File: config.mk
export PLATFORM = sky130hd
export DESIGN_NAME = segment_chase_engine_flat
export DESIGN_NICKNAME = d
export VERILOG_FILES = /design/src/rtl/segment_chase_if.sv /design/src/rtl/segment_chase_engine.sv /design/src/flat_wrapper.sv
export SDC_FILE = /design/constraint.sdc
export NUM_CORES = 1
export LEC_CHECK = 0
export ABC_AREA = 1
export BUFFER_PORTS_ARGS = -buffer_cell sky130_fd_sc_hd__buf_2
export CAP_MARGIN = 20
export CORE_MARGIN = 2
export CORE_UTILIZATION = 30
export CTS_BUF_LIST = sky130_fd_sc_hd__clkbuf_8
export DETAILED_ROUTE_END_ITERATION = 16
export HOLD_SLACK_MARGIN = 0.03
export SYNTH_ARGS = -nofsm -noshare
export SYNTH_HDL_FRONTEND = slang
export SYNTH_SLANG_ARGS = --single-unit
File: constraint.sdc
create_clock -name clk -period 3 [get_ports clk]
set_input_delay 0.15 -clock clk [delete_from_list [all_inputs] [get_ports clk]]
set_output_delay 0.15 -clock clk [all_outputs]
set_load 0.03 [all_outputs]
File: src/rtl/segment_chase_if.sv
// Control and display bus for the segment chase engine.
// The master drives the animation controls. The slave returns the segment, position and wrap outputs.
interface segment_chase_if #(
  parameter int unsigned N_DIGITS = 4
);
  localparam int unsigned L     = 7 * N_DIGITS;
  localparam int unsigned POS_W = $clog2(L);

  logic             en;
  logic             dir;
  logic [1:0]       mode;
  logic             restart;
  logic [L-1:0]     seg_o;
  logic [POS_W-1:0] pos_o;
  logic             wrap_o;

  modport master (output en, dir, mode, restart, input seg_o, pos_o, wrap_o);
  modport slave  (input en, dir, mode, restart, output seg_o, pos_o, wrap_o);
endinterface

File: src/rtl/segment_chase_engine.sv
// Multi-digit seven-segment chase animator.
// It has a prescaled step rate and three modes: loop, bounce and fill.
module segment_chase_engine #(
  parameter int unsigned N_DIGITS   = 4,
  parameter int unsigned CLK_DIV    = 50_000_000,
  parameter bit          ACTIVE_LOW = 1'b1
) (
  input  logic            clk,
  input  logic            rst,
  segment_chase_if.slave  bus
);

  localparam int unsigned L     = 7 * N_DIGITS;
  localparam int unsigned POS_W = $clog2(L);
  localparam int unsigned DIV_W = (CLK_DIV > 1) ? $clog2(CLK_DIV) : 1;

  localparam logic [POS_W-1:0] POS_LAST = POS_W'(L - 1);
  localparam logic [POS_W-1:0] POS_PREV = POS_W'(L - 2);
  localparam logic [DIV_W-1:0] DIV_LAST = DIV_W'(CLK_DIV - 1);

  typedef enum logic [1:0] {
    MODE_LOOP   = 2'b00,
    MODE_BOUNCE = 2'b01,
    MODE_FILL   = 2'b10
  } mode_e;

  logic [POS_W-1:0] pos_q,  pos_d;
  logic [DIV_W-1:0] div_q,  div_d;
  mode_e            mode_q, mode_d;
  logic             bdir_q, bdir_d;
  logic             fdir_q, fdir_d;
  logic             wrap_q, wrap_d;

  logic             tick_c;
  mode_e            mode_in_c;
  logic             beff_c;
  logic [L-1:0]     lit_c;

  assign tick_c    = bus.en && (div_q == DIV_LAST);
  assign mode_in_c = (bus.mode == 2'b11) ? MODE_LOOP : mode_e'(bus.mode);
  // The bounce direction is seeded from dir until bounce mode takes hold.
  assign beff_c    = (mode_q == MODE_BOUNCE) ? bdir_q : bus.dir;

  always_ff @(posedge clk or negedge rst) begin
    if (!rst) begin
      pos_q  <= '0;
      div_q  <= '0;
      mode_q <= MODE_LOOP;
      bdir_q <= 1'b0;
      fdir_q <= 1'b0;
      wrap_q <= 1'b0;
    end else begin
      pos_q  <= pos_d;
      div_q  <= div_d;
      mode_q <= mode_d;
      bdir_q <= bdir_d;
      fdir_q <= fdir_d;
      wrap_q <= wrap_d;
    end
  end

  // Next-state logic. A restart overrides a tick.
  always_comb begin
    pos_d  = pos_q;
    div_d  = div_q;
    mode_d = mode_q;
    bdir_d = bdir_q;
    fdir_d = fdir_q;
    wrap_d = 1'b0;

    if (mode_q != MODE_BOUNCE) bdir_d = bus.dir;
    if (bus.en) div_d = tick_c ? '0 : div_q + DIV_W'(1);

    if (bus.restart) begin
      pos_d  = '0;
      div_d  = '0;
      bdir_d = bus.dir;
      fdir_d = bus.dir;
      mode_d = mode_in_c;
    end else if (tick_c) begin
      mode_d = mode_in_c;
      if (mode_in_c == MODE_BOUNCE) begin
        if (!beff_c) begin
          if (pos_q == POS_LAST) begin
            pos_d  = POS_PREV;
            bdir_d = 1'b1;
            wrap_d = 1'b1;
          end else begin
            pos_d  = pos_q + POS_W'(1);
            bdir_d = 1'b0;
          end
        end else begin
          if (pos_q == '0) begin
            pos_d  = POS_W'(1);
            bdir_d = 1'b0;
            wrap_d = 1'b1;
          end else begin
            pos_d  = pos_q - POS_W'(1);
            bdir_d = 1'b1;
          end
        end
      end else begin
        fdir_d = bus.dir;
        if (!bus.dir) begin
          wrap_d = (pos_q == POS_LAST);
          pos_d  = (pos_q == POS_LAST) ? '0 : pos_q + POS_W'(1);
        end else begin
          wrap_d = (pos_q == '0);
          pos_d  = (pos_q == '0) ? POS_LAST : pos_q - POS_W'(1);
        end
      end
    end
  end

  // Fill lights the span behind the head in the direction latched at the last tick.
  always_comb begin
    lit_c = '0;
    for (int unsigned i = 0; i < L; i++) begin
      if (mode_q == MODE_FILL)
        lit_c[i] = fdir_q ? (POS_W'(i) >= pos_q) : (POS_W'(i) <= pos_q);
      else
        lit_c[i] = (POS_W'(i) == pos_q);
    end
  end

  assign bus.seg_o  = ACTIVE_LOW ? ~lit_c : lit_c;
  assign bus.pos_o  = pos_q;
  assign bus.wrap_o = wrap_q;

endmodule

File: src/flat_wrapper.sv
// flat-port wrapper written by rule: the top's interface ports become plain ports
module segment_chase_engine_flat 
#(
  parameter int unsigned N_DIGITS   = 4,
  parameter int unsigned CLK_DIV    = 50_000_000,
  parameter bit          ACTIVE_LOW = 1'b1
)
  (clk, rst, bus_en, bus_dir, bus_mode, bus_restart, bus_seg_o, bus_pos_o, bus_wrap_o);
  segment_chase_if #(.N_DIGITS(N_DIGITS)) bus_i ();
  input  logic clk;
  input  logic rst;
  input wire logic [$bits(bus_i.en)-1:0] bus_en;
  input wire logic [$bits(bus_i.dir)-1:0] bus_dir;
  input wire logic [$bits(bus_i.mode)-1:0] bus_mode;
  input wire logic [$bits(bus_i.restart)-1:0] bus_restart;
  output wire logic [$bits(bus_i.seg_o)-1:0] bus_seg_o;
  output wire logic [$bits(bus_i.pos_o)-1:0] bus_pos_o;
  output wire logic [$bits(bus_i.wrap_o)-1:0] bus_wrap_o;
  assign bus_i.en = bus_en;
  assign bus_i.dir = bus_dir;
  assign bus_i.mode = bus_mode;
  assign bus_i.restart = bus_restart;
  assign bus_seg_o = bus_i.seg_o;
  assign bus_pos_o = bus_i.pos_o;
  assign bus_wrap_o = bus_i.wrap_o;
  segment_chase_engine #(.N_DIGITS(N_DIGITS), .CLK_DIV(CLK_DIV), .ACTIVE_LOW(ACTIVE_LOW)) u_core (.clk(clk), .rst(rst), .bus(bus_i));
endmodule
==> flow_summary.json <==
{
  "pin_count": 41,
  "yosys.area.top_type": "dfrtp_1",
  "worst_setup_path_end_kind": "primary output",
  "postSynthCellCount": 524,
  "start_kind": "flop",
  "antenna_cells": 0,
  "io_buffer_count": 40,
  "routedWlPerCell_um": 13.2,
  "slew_viol_final": 0,
  "syn_area_per_cell_um2": 6.12,
  "synthFlopType": "dfrtp_1",
  "grt_antenna_before_repair": 0,
  "synth_common_cells": "142 x nand2_1, 79 x nor2_1, 67 x inv_1",
  "reg2reg_slack_ns": 0.90,
  "start_util_pct": 30.9,
  "worstPathMaxFanout": 17,
  "synth.most_common_cell": "nand2_1",
  "skew_ns": 0.00295,
  "vias": 3491,
  "fp.dieH_um": 107,
  "synth.distinct_cells": 40,
  "dieWidth_um": 107,
  "cts-resized-gates": 0,
  "dp_slack_ns": 0.866,
  "cts_tree": "built",
  "dp_hpwl_mm": 7.15,
  "clockBufferDepth": 2,
  "peakVddDrop_uv": 186,
  "maxSlewHeadroom_pct": 44.0,
  "critPathRequiredTime_ns": 2.85,
  "grt_max_degree": 37,
  "reg2reg_depth": 9,
  "synthToLayoutAreaGrowth_pct": 13.0,
  "synth_edf_count": 0,
  "crit_type": "flop to primary output",
  "place.gp.congestion": 0.952,
  "synth_area_leaders": "dfrtp_1 28%, nand2_1 17%, nor2_1 9.2%",
  "postCtsHoldBufs": 1,
  "grt_pass1_wl_mm": 15.6,
  "drc": 0,
  "max_freq_mhz": 397,
  "ys_ff_latch": 36,
  "tns_ns": 0,
  "crit_end": "bus_seg_o[9]",
  "core_mm2": 0.0104,
  "hold_ws_ns": 0.113,
  "rows": 37,
  "worst_slew_pin_slew_ns": 0.840,
  "die-area_mm2": 0.0115,
  "synth_area_mm2": 0.00321,
  "grt_setup_unrepaired": "no",
  "htree_levels": 2,
  "fin_crit_ns": 2.52,
  "track_usage_pct": 16.6,
  "worstReg2RegStart": "u_core.bus.pos_o[4]",
  "cts_num_sinks": 36,
  "drtPass1Iterations": 5,
  "final_nets": 576,
  "vias_per_cell": 4.99,
  "power_leakage_nw": 1.70,
  "powerDensity_mw_per_mm2": 290,
  "grt_pass1_vias": 3239,
  "overflow": 0,
  "layout_setup_ws_ns": 0.478,
  "clock_latency_ns": 0.28,
  "period_share_pct": 84.1,
  "finalHoldViolCount": 0,
  "postCtsSetupBuffers": 0,
  "ys_async_sr_fraction_pct": 100,
  "hp-class": "input port to flop",
  "synth_top_area_share_pct": 28.1,
  "cp_data_arrival_time_ns": 2.37,
  "drt-total-wl_mm": 9.26,
  "ys_seq_area_share_pct": 28.1,
  "cap_violations": 0,
  "drive_gt1_share_pct": 13.5,
  "worstReg2RegEnd": "u_core.bus.pos_o[3]",
  "synth_nets": 538,
  "critPathLaunch": "u_core.bus.pos_o[4]",
  "yosysWarnings": 0,
  "finalSetupViolations": 0,
  "antenna_left": 0,
  "outcome": "complete, no violations",
  "clk_pin_slew_ns": 0.07,
  "cts_made_buffers": 5,
  "root_buffer": "clkbuf_8",
  "drt_iter0_markers": 233
}
## worst min-delay path by stage
stage,start,end,depth (start not counted)
after detailed placement,rst,u_core.div_q[19],1
after CTS,bus_mode[1],u_core.mode_q[1],3
after global placement,rst,u_core.div_q[19],1
after floorplan,rst,u_core.bdir_q,0
final,bus_mode[1],u_core.mode_q[1],3
after global routing,bus_mode[1],u_core.mode_q[1],3
## kinds of logic (layout without fill, tap and decap cells)
family | count (synthesis) | in the layout | share of synthesized area (%)
adder cells (fa/ha/maj) | 7 | 7 | 2.73
buffers and inverters | 86 | 125 | 11.0
XOR/XNOR | 6 | 6 | 1.64
flip-flops | 36 | 36 | 28.1
AO/OA/AOI/OAI | 83 | 83 | 14.8
AND/OR/NAND/NOR | 306 | 306 | 41.7
## layer usage
layer  share of wire [%]  track usage, %
met1                  46            22.6
met2                  45            26.9
met3                 6.3            2.18
met4                 2.8            5.86
met5                   0               0
## worst max-delay path, stage by stage (launching register included)
cell	delay, ns
dfrtp_1	0.59
inv_1	0.44
nand2_1	0.22
o21ai_0	0.30
o311ai_0	0.18
o21ai_0	0.12
buf_2	0.23
## report_power, final
part	internal (mW)	total [mW]	switching (mW)	leakage, nW
Clock	0.180	0.347	0.166	0.0538
Combinational	0.0542	0.188	0.134	1.15
Sequential	0.501	0.515	0.0136	0.495
## state kept, by name, summed over array words and instances (netlist names)
| name | flops |
|---|---|
| u_core.mode_q | 2 |
| u_core.fdir_q | 1 |
| u_core.bus.pos_o | 5 |
| u_core.bdir_q | 1 |
| u_core.div_q | 26 |
| u_core.bus.wrap_o | 1 |
## area by class of cell
cell class	count	area [um^2]
Fill cell	1169	6750
Multi-Input combinational cell	402	1950
Sequential cell	36	901
Inverter	73	274
Timing Repair Buffer	44	233
Tap cell	136	170
Clock buffer	6	82.6
Clock inverter	2	7.51
## placed cells by master (no fill, tap or decap), types with 2 or more instances in the layout
master and instances:
a21oi_1 25, a221oi_1 3, a311oi_1 2, a31oi_1 4
buf_2 40, buf_4 3, clkbuf_8 6, dfrtp_1 36
ha_1 7, inv_1 69, inv_2 5, nand2_1 142
nand2_2 8, nand3_1 33, nand4_1 9, nor2_1 79
nor2_2 4, nor2_4 5, nor3_1 18, nor4_1 2
o211ai_1 2, o21ai_0 31, o21ai_1 2, o21bai_1 3
o22ai_1 5, or2_2 2, xor2_1 5
## stage by stage
step                      utilization, %  total power, mW  cell area, um^2  std cells
after detailed placement            34.0            0.711             3520        690
after global routing                34.9             1.11             3620        699
after global placement              34.0            0.708             3520        690
after CTS                           34.9             1.07             3620        699
after floorplan                        -            0.654             3210        524
final                               34.9             1.05             3620        699
(Power assumes the default switching activity.)
